===== src/rtl/ml_frame_loader_if.sv =====
// rtl/ml_frame_loader_if.sv - frame stream and detector-side signal bundle for ml_frame_loader
//
// Purpose: groups the word-serial input stream, the detector drive signals and the
// status outputs of ml_frame_loader into one interface.
// Signals:
//   in_valid/in_data/in_last/in_ready  word-serial frame stream (valid/ready)
//   enable/cnt                         detector enable and 6-bit hypothesis index
//   r/y_hat                            assembled 320-bit R and 160-bit y_hat buses
//   det_valid                          detector completion pulse (releases read buffer)
//   busy/err                           sequencer not idle / framing-error pulse
// Modports: master = upstream source and detector side, slave = the loader.
interface ml_frame_loader_if #(
    parameter int DATA_WIDTH = 20
);
    logic                      in_valid;
    logic [DATA_WIDTH-1:0]     in_data;
    logic                      in_last;
    logic                      in_ready;
    logic                      enable;
    logic [5:0]                cnt;
    logic [16*DATA_WIDTH-1:0]  r;
    logic [8*DATA_WIDTH-1:0]   y_hat;
    logic                      det_valid;
    logic                      busy;
    logic                      err;

    modport master (
        output in_valid, in_data, in_last, det_valid,
        input  in_ready, enable, cnt, r, y_hat, busy, err
    );

    modport slave (
        input  in_valid, in_data, in_last, det_valid,
        output in_ready, enable, cnt, r, y_hat, busy, err
    );
endinterface


===== src/rtl/ml_frame_loader.sv =====
// rtl/ml_frame_loader.sv - frame staging buffer and 64-hypothesis sweep sequencer for the 4x4 QPSK ML detector
//
// Purpose: collects a 24-word frame (16 R words + 8 y_hat words) from a valid/ready
// stream, presents it on the detector's R / y_hat buses and steps the detector through
// all 64 symbol hypotheses, holding the buffer until the detector reports completion.
// Ports:
//   i_clk      rising-edge clock
//   i_reset_n  asynchronous active-low reset
//   bus        ml_frame_loader_if.slave (stream in, detector drive, status)
// Configuration: define ML_FRAME_LOADER_DBUF_EN for two frame buffers so loading of the
// next frame overlaps the sweep/wait of the current one; undefined gives one buffer.
module ml_frame_loader #(
    parameter int DATA_WIDTH  = 20,
    parameter int FRAME_WORDS = 24
) (
    input  logic               i_clk,
    input  logic               i_reset_n,
    ml_frame_loader_if.slave   bus
);

`ifdef ML_FRAME_LOADER_DBUF_EN
    localparam int NBUF = 2;
`else
    localparam int NBUF = 1;
`endif
    localparam logic [4:0] LAST_WP = 5'(FRAME_WORDS - 1);

    typedef enum logic [1:0] {S_IDLE, S_SWEEP, S_WAIT} state_t;

    state_t                 state, state_d;
    logic [5:0]             cnt_q, cnt_d;
    logic                   enable;
    logic [DATA_WIDTH-1:0]  mem [NBUF][FRAME_WORDS];
    logic [NBUF-1:0]        full;
    logic                   wsel, rsel;
    logic [4:0]             wp;
    logic                   err_q;
    logic                   accept, frame_bad, frame_done, release_buf;

    // Ready depends only on buffer flags so the source may wait on it combinationally.
    assign bus.in_ready = ~full[wsel];
    assign accept       = bus.in_valid & bus.in_ready;
    // A frame is well-formed only when in_last coincides exactly with the final word.
    assign frame_bad    = accept & (bus.in_last != (wp == LAST_WP));
    assign frame_done   = accept & bus.in_last & (wp == LAST_WP);
    assign release_buf  = (state == S_WAIT) & bus.det_valid;

    always_ff @(posedge i_clk or negedge i_reset_n) begin
        if (!i_reset_n) begin
            for (int b = 0; b < NBUF; b++) begin
                for (int k = 0; k < FRAME_WORDS; k++) begin
                    mem[b][k] <= '0;
                end
            end
            full  <= '0;
            wp    <= '0;
            err_q <= 1'b0;
        end else begin
            err_q <= frame_bad;
            if (accept) begin
                mem[wsel][wp] <= bus.in_data;
                wp <= (frame_bad || frame_done) ? 5'd0 : wp + 5'd1;
            end
            // Release and completion may land on the same edge; they always target
            // different buffers, so each flag is updated independently.
            for (int b = 0; b < NBUF; b++) begin
                if (release_buf && (rsel == 1'(b))) begin
                    full[b] <= 1'b0;
                end
                if (frame_done && (wsel == 1'(b))) begin
                    full[b] <= 1'b1;
                end
            end
        end
    end

`ifdef ML_FRAME_LOADER_DBUF_EN
    always_ff @(posedge i_clk or negedge i_reset_n) begin
        if (!i_reset_n) begin
            wsel <= 1'b0;
            rsel <= 1'b0;
        end else begin
            if (frame_done) begin
                wsel <= ~wsel;
            end
            if (release_buf) begin
                rsel <= ~rsel;
            end
        end
    end
`else
    assign wsel = 1'b0;
    assign rsel = 1'b0;
`endif

    always_ff @(posedge i_clk or negedge i_reset_n) begin
        if (!i_reset_n) begin
            state <= S_IDLE;
            cnt_q <= '0;
        end else begin
            state <= state_d;
            cnt_q <= cnt_d;
        end
    end

    always_comb begin
        state_d = state;
        cnt_d   = 6'd0;
        enable  = 1'b0;
        case (state)
            S_IDLE: begin
                if (full[rsel]) begin
                    state_d = S_SWEEP;
                end
            end
            S_SWEEP: begin
                enable = 1'b1;
                // Wraps to 0 after 63, which is the value WAIT must present.
                cnt_d  = cnt_q + 6'd1;
                if (cnt_q == 6'd63) begin
                    state_d = S_WAIT;
                end
            end
            S_WAIT: begin
                if (bus.det_valid) begin
                    state_d = S_IDLE;
                end
            end
            default: state_d = S_IDLE;
        endcase
    end

    assign bus.enable = enable;
    assign bus.cnt    = cnt_q;
    assign bus.busy   = (state != S_IDLE);
    assign bus.err    = err_q;

    for (genvar k = 0; k < 16; k++) begin : g_r
        assign bus.r[k*DATA_WIDTH +: DATA_WIDTH] = mem[rsel][k];
    end

    for (genvar m = 0; m < 8; m++) begin : g_y
        assign bus.y_hat[m*DATA_WIDTH +: DATA_WIDTH] = mem[rsel][16+m];
    end

endmodule

===== src/flat_wrapper.sv =====
// flat-port wrapper written by rule: the top's interface ports become plain ports
module ml_frame_loader_flat 
#(
    parameter int DATA_WIDTH  = 20,
    parameter int FRAME_WORDS = 24
)
  (i_clk, i_reset_n, bus_in_valid, bus_in_data, bus_in_last, bus_det_valid, bus_in_ready, bus_enable, bus_cnt, bus_r, bus_y_hat, bus_busy, bus_err);
  ml_frame_loader_if #(.DATA_WIDTH(DATA_WIDTH)) bus_i ();
  input  logic i_clk;
  input  logic i_reset_n;
  input wire logic [$bits(bus_i.in_valid)-1:0] bus_in_valid;
  input wire logic [$bits(bus_i.in_data)-1:0] bus_in_data;
  input wire logic [$bits(bus_i.in_last)-1:0] bus_in_last;
  input wire logic [$bits(bus_i.det_valid)-1:0] bus_det_valid;
  output wire logic [$bits(bus_i.in_ready)-1:0] bus_in_ready;
  output wire logic [$bits(bus_i.enable)-1:0] bus_enable;
  output wire logic [$bits(bus_i.cnt)-1:0] bus_cnt;
  output wire logic [$bits(bus_i.r)-1:0] bus_r;
  output wire logic [$bits(bus_i.y_hat)-1:0] bus_y_hat;
  output wire logic [$bits(bus_i.busy)-1:0] bus_busy;
  output wire logic [$bits(bus_i.err)-1:0] bus_err;
  assign bus_i.in_valid = bus_in_valid;
  assign bus_i.in_data = bus_in_data;
  assign bus_i.in_last = bus_in_last;
  assign bus_i.det_valid = bus_det_valid;
  assign bus_in_ready = bus_i.in_ready;
  assign bus_enable = bus_i.enable;
  assign bus_cnt = bus_i.cnt;
  assign bus_r = bus_i.r;
  assign bus_y_hat = bus_i.y_hat;
  assign bus_busy = bus_i.busy;
  assign bus_err = bus_i.err;
  ml_frame_loader #(.DATA_WIDTH(DATA_WIDTH), .FRAME_WORDS(FRAME_WORDS)) u_core (.i_clk(i_clk), .i_reset_n(i_reset_n), .bus(bus_i));
endmodule

===== config.mk =====
export PLATFORM = sky130hd
export DESIGN_NAME = ml_frame_loader_flat
export DESIGN_NICKNAME = d
export VERILOG_FILES = /design/src/rtl/ml_frame_loader_if.sv /design/src/rtl/ml_frame_loader.sv /design/src/flat_wrapper.sv
export SDC_FILE = /design/constraint.sdc
export NUM_CORES = 1
export LEC_CHECK = 0
export ABC_AREA = 1
export CAP_MARGIN = 5
export CORE_AREA = 2 2 198 200
export CTS_CLUSTER_DIAMETER = 100
export DETAILED_ROUTE_END_ITERATION = 6
export DIE_AREA = 0 0 200 202
export PLACE_DENSITY = 0.83
export RECOVER_POWER = 25
export SETUP_SLACK_MARGIN = 0.1
export SYNTH_ARGS = -nofsm -noshare
export SYNTH_HDL_FRONTEND = slang
export SYNTH_SLANG_ARGS = --single-unit
export TNS_END_PERCENT = 100

===== constraint.sdc =====
create_clock -name i_clk -period 1.75 [get_ports i_clk]
set_input_delay 0.35 -clock i_clk [delete_from_list [all_inputs] [get_ports i_clk]]
set_output_delay 0.35 -clock i_clk [all_outputs]
set_load 0.1 [all_outputs]

==> summary.txt, run 1 <==
Power Density -> 1620 nW/µm²
R2r worst-path depth -> 8
Yosys warns -> 0
Switching share of total power -> 48.3%
R2r endpoint -> u_core.bus.r[156]$_DFFE_PN0P_
Total CTS buffers -> 49
Register clock-pin slew on the reported worst setup and hold paths -> 70 ps
Avg WL per Cell -> 37.5 µm
Final Cycle Share -> 130%
Grt total ovfl -> 0
Via density -> 6.65
Share of the synthesized area in the top cell type -> 69.7%
Die ar. -> 40400 µm²
Part of the power in the clock network -> 21.1%
Failing checks -> DRC, setup timing
Die width -> 200 µm
Largest net degree at the start of global routing -> 60
Most used cell, CP -> buf_4
CTS H-Tree Depth -> 2
Seq pwr share -> 29.4%
Register area share after synthesis -> 69.7%
Initial Utilization -> 46.4%
Via Count -> 19300
Crit path required time -> 2160 ps
Row count -> 72
Worst-Skew Late Latency -> 600 ps
Outcome -> complete, but fails checks
Crit path largest cell delay -> 710 ps
DP HPWL -> 47700 µm
Critical path's slowest cell -> o21ai_1
Startpoint type of the worst setup path -> register
Area growth syn-to-layout -> 90.2%
Worst vdd ir -> 0.00109 V
Seq. cell area -> 12400 µm²
Setup TNS -> -3010 ps
Post-layout util -> 88.3%
Avg Synthesized Cell Area -> 10.3 µm²
Worst slew margin -> 38.3%
Most frequent cell after synthesis -> nand2_1
Root buf cell -> clkbuf_16
Post-Synthesis Cells -> 1732
Busiest grt layer -> met2
Remaining DRCs -> 11
Setup violators final -> 31
CP Cell Sequence -> buf_4, ha_4, inv_2, nor2_4, buf_4, nand2_8, clkbuf_16, o21ai_1
Fin crit period -> 2280 ps
Fin. Hold Viols -> 0
Setup crit end kind -> register
Skew final -> 28.1 ps
1st-pass router iterations -> 7
Die H -> 202 µm
Leakage -> 15.3 nW
NetSw -> 26.5 mW
GRT Total Usage -> 39.5%
Met3 GRT Util -> 13.8%
PortBufs -> 514
CORE AREA -> 38300 µm²
Reg2reg setup slack -> -530 ps
Post-Route WL -> 109000 µm
Max_cap viols -> 0
Pre-CTS WS -> -331 ps
Initial DRC Count -> 2588
CP Max Fanout -> 7
Commonest cells post-synth -> 522 x nand2_1, 495 x dfrtp_1, 440 x o21ai_0
F_max -> 438 MHz
Syn_nets -> 1762
Initial antenna violation count -> 6
Main flop type after synthesis -> dfrtp_1
Fillers -> 1196
Worst slew pin tran -> 920 ps
Max Slew Vio Count -> 0
Clk sinks -> 495
Top post-synthesis cells by area -> dfrtp_1 70%, o21ai_0 12%, nand2_1 11%
Count of different cell masters after synthesis -> 21
Area taken by multi-input logic gates -> 5930 µm²
Hold Crit Class -> in -> async
CTS tree -> built
Yosys reg bits -> 495
I/O pin count -> 515
Yosys top cell by area -> dfrtp_1
Post-synth ARST share -> 100%
Critical path class -> reg -> reg
RSZ-0062 raised after global routing -> yes
Mapped Area -> 17800 µm²
Logic pwr share -> 49.4%
CTS Buffer Depth -> 3
Layout cell share with drive strength beyond 1 -> 42.4%
Total Nets Final -> 2371
Met2 usage -> 63.6%
Global-route wire length before repair -> 117000 µm
Final ANT Viol Nets -> 0
Crit Reg-Reg Startpoint -> u_core.wp[1]$_DFFE_PN0P_
Post-synth EDFFs -> 0
Int Pwr -> 28.4 mW
GPL Wtd Cong -> 0.833
M1 GR Usage -> 44.6%
Final worst setup slack -> -532 ps
Data arrival time of the worst path -> 2690 ps
Vias in the first global route -> 18200
registers in the layout (all words and copies together) (netlist names):
name	flops
u_core.wp	5
u_core.bus.cnt	6
u_core.full	1
u_core.bus.r	320
u_core.state	2
u_core.bus.err	1
u_core.bus.y_hat	160
layout by cell type (no fill, tap or decap), types with 35 or more instances in the layout:
| master | count |
|---|---|
| buf_12 | 547 |
| dfrtp_1 | 486 |
| nand2_1 | 397 |
| o21ai_0 | 250 |
| o21ai_1 | 142 |
| o21ai_2 | 94 |
| clkbuf_16 | 87 |
| nand2_4 | 66 |
| nand2_2 | 51 |
| buf_4 | 45 |
| inv_1 | 35 |
worst max path at each step:
stage,slack (ps),cells after the start,startpoint,to
after global routing,-520,8,u_core.wp[1]$_DFFE_PN0P_,u_core.bus.r[156]$_DFFE_PN0P_
final,-530,8,u_core.wp[1]$_DFFE_PN0P_,u_core.bus.r[156]$_DFFE_PN0P_
after detailed placement,-330,6,bus_in_valid,u_core.bus.r[65]$_DFFE_PN0P_
after CTS,-40,3,u_core.state[0]$_DFFE_PN0P_,bus_enable
after floorplan,150,7,u_core.full$_DFFE_PN0P_,u_core.bus.r[174]$_DFFE_PN0P_
after global placement,-170,7,bus_in_valid,u_core.bus.r[227]$_DFFE_PN0P_
power by group through the flow:
stage	sequential [mW]	clock, mW	combinational [mW]
6_report	16.2	11.6	27.1
5_1_grt	16.2	11.9	27.6
4_1_cts	15.6	11.1	25.4
3_5_place_dp	15.7	0	25.1
3_3_place_gp	15.6	0	24.6
2_1_floorplan	28.0	0	1.81
stage by stage:
step	area, µm²	power (mW)	instances	hold slack (ps)
after floorplan	17800	29.8	1732	54.4
after detailed placement	29100	40.8	2709	267
after global routing	33800	55.6	2898	267
after global placement	29100	40.2	2709	269
after CTS	31100	52.2	2810	255
final	33800	54.9	2898	259
final cells by class:
type / count / share of cell area, %
repair buffers: 695 / 38.4
clock buffers: 64 / 4.13
well taps: 518 / 1.92
clock inverters: 24 / 0.788
diodes: 2 / 0.0148
flip-flops and latches: 495 / 36.7
multi-input cells: 1055 / 17.5
inverters: 45 / 0.529
routing by layer:
metal / routed length [µm] / up-vias
li1: - / 6887
met1: 31800 / 9379
met2: 46700 / 2135
met3: 17600 / 853
met4: 12400 / 6
met5: 43 / -
worst max-delay path: cells and delay by family, from the launching register on:
| family | cells | cell delay, ps |
|---|---|---|
| AND/OR/NAND/NOR | 2 | 240 |
| flip-flops | 1 | 430 |
| adder cells (fa/ha/maj) | 1 | 150 |
| AO/OA/AOI/OAI | 1 | 710 |
| buffers and inverters | 4 | 560 |
what timing repair did:
action	4_1_cts	5_1_grt
resized for setup	52	522
hold endpoints to repair	175	0
hold buffers	1	0
pin swaps	3	23
cloned	6	58
setup endpoints to repair	235	397
setup buffers	6	28
cells by family (layout without fill, tap and decap cells):
logic type,Yosys count,in the layout,share of synthesized area (%)
buf+inv,182,828,3.93
compound gates,492,492,13.9
simple gates,558,558,12.1
fa+ha+maj,5,5,0.352
flops,495,495,69.7
other cells,0,2,0
No activity file was read; power rests on OpenSTA's default activity.
==> run 2, diff against run 1 <==
--- a/config.mk
+++ b/config.mk
@@ -11,7 +11,7 @@
 export CTS_CLUSTER_DIAMETER = 100
 export DETAILED_ROUTE_END_ITERATION = 6
 export DIE_AREA = 0 0 200 202
-export PLACE_DENSITY = 0.83
+export PLACE_DENSITY = 0.8
 export RECOVER_POWER = 25
 export SETUP_SLACK_MARGIN = 0.1
 export SYNTH_ARGS = -nofsm -noshare
==> summary.txt, run 2 (synthesis results as in run 1) <==
R2r endpoint -> u_core.bus.r[150]$_DFFE_PN0P_ (was u_core.bus.r[156]$_DFFE_PN0P_)
Initial Utilization -> 46.4% (unchanged)
Hold Crit Class -> in -> reg (was in -> async)
Remaining DRCs -> 0 (was 11)
Max reg flops -> 320 (unchanged)
Final Cycle Share -> 115% (was 130%)
Worst-Skew Late Latency -> 610 ps (was 600 ps)
Data arrival time of the worst path -> 2460 ps (was 2690 ps)
Crit Reg-Reg Startpoint -> u_core.wp[4]$_DFFE_PN0P_ (was u_core.wp[1]$_DFFE_PN0P_)
Die ar. -> 40400 µm² (unchanged)
Crit path largest cell delay -> 500 ps (was 710 ps)
WHS -> 465 ps (was 259 ps)
Via density -> 6.49 (was 6.65)
Seq pwr share -> 29.1% (was 29.4%)
NetSw -> 26.2 mW (was 26.5 mW)
Worst slew pin tran -> 993 ps (was 920 ps)
GRT Total Usage -> 38.0% (was 39.5%)
CP Cell Sequence -> or2_4, nor2_4, nand2_2, buf_12, o21ai_2 (was buf_4, ha_4, inv_2, nor2_4, buf_4, nand2_8, clkbuf_16, o21ai_1)
1st-pass router iterations -> 6 (was 7)
Vias in the first global route -> 17800 (was 18200)
Setup TNS -> -1900 ps (was -3010 ps)
Cells after DPL -> 2696 (was 2709)
Failing checks -> setup timing (was DRC, setup timing)
Avg WL per Cell -> 35.9 µm (was 37.5 µm)
Switching share of total power -> 47.6% (was 48.3%)
Grt total ovfl -> 0 (unchanged)
Max_cap viols -> 0 (unchanged)
Largest net degree at the start of global routing -> 58 (was 60)
CTS H-Tree Depth -> 2 (unchanged)
Fin crit period -> 2020 ps (was 2280 ps)
Setup violators final -> 39 (was 31)
Leakage -> 15.4 nW (was 15.3 nW)
Commonest cells after routing, fill and taps aside -> 555 x buf_12, 485 x dfrtp_1, 434 x nand2_1 (was 547 x buf_12, 486 x dfrtp_1, 397 x nand2_1)
Area growth syn-to-layout -> 90.3% (was 90.2%)
Root buf cell -> clkbuf_16 (unchanged)
Outcome -> complete, but fails checks (unchanged)
Layout cell share with drive strength beyond 1 -> 39.3% (was 42.4%)
Initial DRC Count -> 2303 (was 2588)
Final ANT Viol Nets -> 0 (unchanged)
Part of the power in the clock network -> 22.0% (was 21.1%)
CP Max Fanout -> 40 (was 7)
I/O pin count -> 515 (unchanged)
Startpoint type of the worst setup path -> register (unchanged)
F_max -> 495 MHz (was 438 MHz)
Initial antenna violation count -> 9 (was 6)
DP HPWL -> 47000 µm (was 47700 µm)
Die H -> 202 µm (unchanged)
Setup crit end kind -> register (unchanged)
Die width -> 200 µm (unchanged)
Register clock-pin slew on the reported worst setup and hold paths -> 70 ps (about the same)
Final worst setup slack -> -270 ps (was -532 ps)
Clk sinks -> 495 (unchanged)
RSZ-0062 raised after global routing -> yes (unchanged)
Fin. Hold Viols -> 0 (unchanged)
Via Count -> 18900 (was 19300)
R2r worst-path depth -> 5 (was 8)
Crit path required time -> 2190 ps (was 2160 ps)
Non-filler cells, final -> 2907 (was 2898)
Logic pwr share -> 48.9% (was 49.4%)
Fillers -> 1278 (was 1196)
Global-route wire length before repair -> 113000 µm (was 117000 µm)
Post-Route WL -> 104000 µm (was 109000 µm)
CTS tree -> built (unchanged)
Most common cell after layout, fill and taps aside -> buf_12 (unchanged)
PortBufs -> 514 (unchanged)
CORE AREA -> 38300 µm² (unchanged)
CTS Buffer Depth -> 3 (unchanged)
Total Nets Final -> 2370 (was 2371)
Setup crit start -> u_core.wp[4]$_DFFE_PN0P_ (was u_core.wp[1]$_DFFE_PN0P_)
Power Density -> 1630 nW/µm² (was 1620 nW/µm²)
Reg2reg setup slack -> -270 ps (was -530 ps)
Critical path's slowest cell -> o21ai_2 (was o21ai_1)
Row count -> 72 (unchanged)
GPL Wtd Cong -> 0.805 (was 0.833)
Max Slew Vio Count -> 0 (unchanged)
Total CTS buffers -> 53 (was 49)
Worst setup path end -> u_core.bus.r[150]$_DFFE_PN0P_ (was u_core.bus.r[156]$_DFFE_PN0P_)
Skew final -> 31.8 ps (was 28.1 ps)
Worst slew margin -> 33.8% (was 38.3%)
Worst vdd ir -> 0.00108 V (was 0.00109 V)
Critical path class -> reg -> reg (unchanged)
Int Pwr -> 28.8 mW (was 28.4 mW)
## run 2: cell count changes in the layout (fill, tap and decap cells not counted), moves of 16 or more
cell | before | now
buf_4 | 45 | 24
o21ai_1 | 142 | 167
nand2_1 | 397 | 434
nand2_4 | 66 | 25
o21ai_2 | 94 | 56
clkbuf_16 | 87 | 103
## run 2: timing repair
action                     CTS  global route
hold buffers                 1             0
pin swaps                    2            24
buffers inserted             5            28
hold endpoints to repair    31             0
gates cloned                 3            70
gates resized for setup     36           418
setup endpoints to repair  196           451
## run 2: worst min-delay path by stage
stage                  start                          endpoint  slack (ps)  cells past startpoint
4_1_cts            i_reset_n  u_core.bus.y_hat[34]$_DFFE_PN0P_         310                      2
2_1_floorplan      i_reset_n       u_core.bus.cnt[0]$_DFF_PN0_          50                      0
3_3_place_gp       i_reset_n  u_core.bus.y_hat[10]$_DFFE_PN0P_         320                      1
5_1_grt        bus_det_valid       u_core.state[1]$_DFFE_PN0P_         470                      4
6_report         bus_in_last           u_core.full$_DFFE_PN0P_         470                      3
3_5_place_dp       i_reset_n  u_core.bus.y_hat[31]$_DFFE_PN0P_         330                      1
## run 2: area by class of cell
cell class / instances / area [µm²] / share of cell area (%)
antenna: 5 / 12.5 / 0.0370
clock buffer: 83 / 1670 / 4.94
clock inverter: 16 / 145 / 0.429
inverter: 45 / 179 / 0.529
multi-input combinational: 1055 / 5550 / 16.4
sequential: 495 / 12400 / 36.7
tap: 518 / 648 / 1.92
timing repair buffer: 690 / 13200 / 39.1
## run 2: power by group through the flow
stage               Sequential, mW  Combinational, mW  Clock [mW]
finish                        16.0               26.9        12.1
global route                  16.1               27.3        12.4
CTS                           15.6               25.4        11.7
detailed placement            15.7               25.1           0
global placement              15.5               24.6           0
floorplan                     28.0               1.81           0
## run 2: routing by layer
layer | up-vias | wire length (µm) | track usage, % | share of wire, %
met2 | 1923 | 45700 | 61.3 | 44
met5 | - | 332 | 0.123 | 0.32
met3 | 850 | 16100 | 13.4 | 15
li1 | 6896 | - | - | -
met4 | 18 | 11800 | 25.6 | 11
met1 | 9170 | 30400 | 42.2 | 29
## run 2: critical path, delay by kind of cell (launching register included)
kind / cells / cell delay (ps)
flops: 1 / 470
compound gates: 1 / 500
simple gates: 3 / 680
buf+inv: 1 / 190
## run 2: per-stage QoR
| step | instance area, µm² | worst slack, ps | power, mW | utilization [%] |
|---|---|---|---|---|
| 6_report | 33800 | -270 | 55.0 | 88.3 |
| 5_1_grt | 33800 | -235 | 55.8 | 88.3 |
| 4_1_cts | 31100 | -38.7 | 52.7 | 81.3 |
| 3_5_place_dp | 29100 | -327 | 40.8 | 76.0 |
| 3_3_place_gp | 29100 | -140 | 40.1 | 76.0 |
| 2_1_floorplan | 17800 | 151 | 29.8 | - |
==> patch: new RTL, settings of run 1 <==
Encoding of `state_t`: now one-hot (3 bits for 3 states).
--- a/src/rtl/ml_frame_loader.sv
+++ b/src/rtl/ml_frame_loader.sv
@@ -25,7 +25,7 @@
 `endif
     localparam logic [4:0] LAST_WP = 5'(FRAME_WORDS - 1);
 
-    typedef enum logic [1:0] {S_IDLE, S_SWEEP, S_WAIT} state_t;
+    typedef enum logic [2:0] {S_IDLE = 3'b001, S_SWEEP = 3'b010, S_WAIT = 3'b100} state_t;
 
     state_t                 state, state_d;
     logic [5:0]             cnt_q, cnt_d;
Behaviour: same outputs for any inputs over 4 cycles, from zero or initial values and one cycle with i_reset_n low; so few cycles prove little.
==> patch against run 1 <==
The flow finishes with violations (negative setup slack). Total power up 25%. Worst setup slack better by 200 ps. Critical path depth is 2 lower. Routed wire length rose by 5.2%. Sequential cell count increased by 1. Design area is 6.9% higher. Synthesized area is 0.65% higher. Global-route usage down 2.9 points. Largest power group unchanged.
==> patch: results <==
# TYPE chip_impl_metric gauge
chip_impl_info{name="status",value="complete, but fails checks"} 1
chip_impl_info{name="violations",value="negative setup slack"} 1
chip_impl_metric{name="synth-compound-area-share",unit="%"} 13.7
chip_impl_metric{name="avgSynthCellArea",unit="um^2"} 10.2
chip_impl_metric{name="fillerInstances",unit=""} 882
chip_impl_metric{name="drt-initial-drc-count",unit=""} 2333
chip_impl_metric{name="final-setup-viol-count",unit=""} 79
chip_impl_metric{name="post-cts-setup-buffer-count",unit=""} 7
chip_impl_metric{name="timing.clock.skew",unit="ps"} 21.5
chip_impl_metric{name="final_layout_size_suffix_gt1_share",unit="%"} 52.9
chip_impl_metric{name="slew_headroom",unit="%"} 35.2
chip_impl_metric{name="worst_stage_delay_on_the_critical_path",unit="ps"} 450
chip_impl_metric{name="antenna_found_initial",unit=""} 4
chip_impl_metric{name="gpl.final_weighted_congestion",unit=""} 0.834
chip_impl_info{name="synth.top_cells.by_count",value="nand2_1, dfrtp_1, o21ai_0, o21ai_1, clkbuf_1"} 1
chip_impl_info{name="synth.top_cells.by_area",value="dfrtp_1, nand2_1, o21ai_0, o21ai_1, clkbuf_1"} 1
chip_impl_metric{name="cts_resized",unit=""} 41
chip_impl_metric{name="synth_xor_xnor_area_share",unit="%"} 0.0490
chip_impl_metric{name="dr_total_vias",unit=""} 20200
chip_impl_metric{name="timing.critical_path.arrival",unit="ps"} 2500
chip_impl_metric{name="totalWireLength",unit="um"} 114000
chip_impl_metric{name="dpl-instance-area",unit="um^2"} 29200
chip_impl_metric{name="groute.usage.overall",unit="%"} 36.6
chip_impl_metric{name="power.leakage",unit="uW"} 0.0163
chip_impl_metric{name="cts_inserted_buffers",unit=""} 50
chip_impl_metric{name="worstSkewPairLatency",unit="ps"} 580
chip_impl_metric{name="detailedPlacementHpwl",unit="um"} 48900
chip_impl_metric{name="yosysUniqueCellTypes",unit=""} 22
chip_impl_metric{name="synth_sequential_area_ratio",unit="%"} 69.4
chip_impl_metric{name="placement.setup.worst_slack",unit="ps"} -237
chip_impl_info{name="worst_path_dominant_cell_family",value="buffers and inverters"} 1
chip_impl_metric{name="post-route-worst-setup-slack",unit="ps"} -329
chip_impl_metric{name="fin_nets",unit=""} 2439
==> patch: routing by layer <==
| metal | share of wire [%] | global-route usage [%] | vias to the layer above |
|---|---|---|---|
| li1 | - | - | 7081 |
| met1 | 31 | 40.7 | 9934 |
| met2 | 44 | 61.1 | 2217 |
| met3 | 14 | 9.69 | 966 |
| met4 | 11 | 25.4 | 8 |
| met5 | 0.10 | 0 | - |
==> patch: per-stage QoR <==
| step | setup TNS (ps) | hold slack (ps) |
|---|---|---|
| detailed placement | -27060 | 286 |
| CTS | -371 | 269 |
| finish | -2960 | 282 |
| global placement | -5130 | 287 |
| global route | -6830 | 284 |
| floorplan | 0 | 54.4 |
==> patch: layout make-up <==
type	count	area [um^2]	area share, %
clock buffers	75	1520	4.20
flip-flops and latches	496	12400	34.4
inverters	39	165	0.457
clock inverters	15	160	0.443
well taps	518	648	1.79
multi-input cells	1080	7360	20.4
diodes	5	12.5	0.0346
repair buffers	742	13800	38.3
==> patch: worst paths after layout <==
path	cells after the start	endpoint	slack [ps]	from
max in group asynchronous	3	u_core.wp[0]	120	i_reset_n
min in group i_clk	3	u_core.bus.r[153]	380	bus_in_data[13]
worst max register to register	6	u_core.bus.r[217]	-330	u_core.wp[2]
worst min-delay path	2	u_core.bus.y_hat[11]	280	i_reset_n
worst min register to register	1	u_core.bus.cnt[0]	520	u_core.bus.cnt[0]
worst max-delay path	6	u_core.bus.r[217]	-330	u_core.wp[2]
==> patch: report_power, final <==
| part | leakage [uW] | total (uW) | internal, uW | switching, uW |
|---|---|---|---|---|
| clock network | 0.000833 | 11500 | 6430 | 5050 |
| logic | 0.00880 | 38400 | 12700 | 25800 |
| registers | 0.00663 | 18500 | 14100 | 4390 |
| total | 0.0163 | 68400 | 33200 | 35200 |
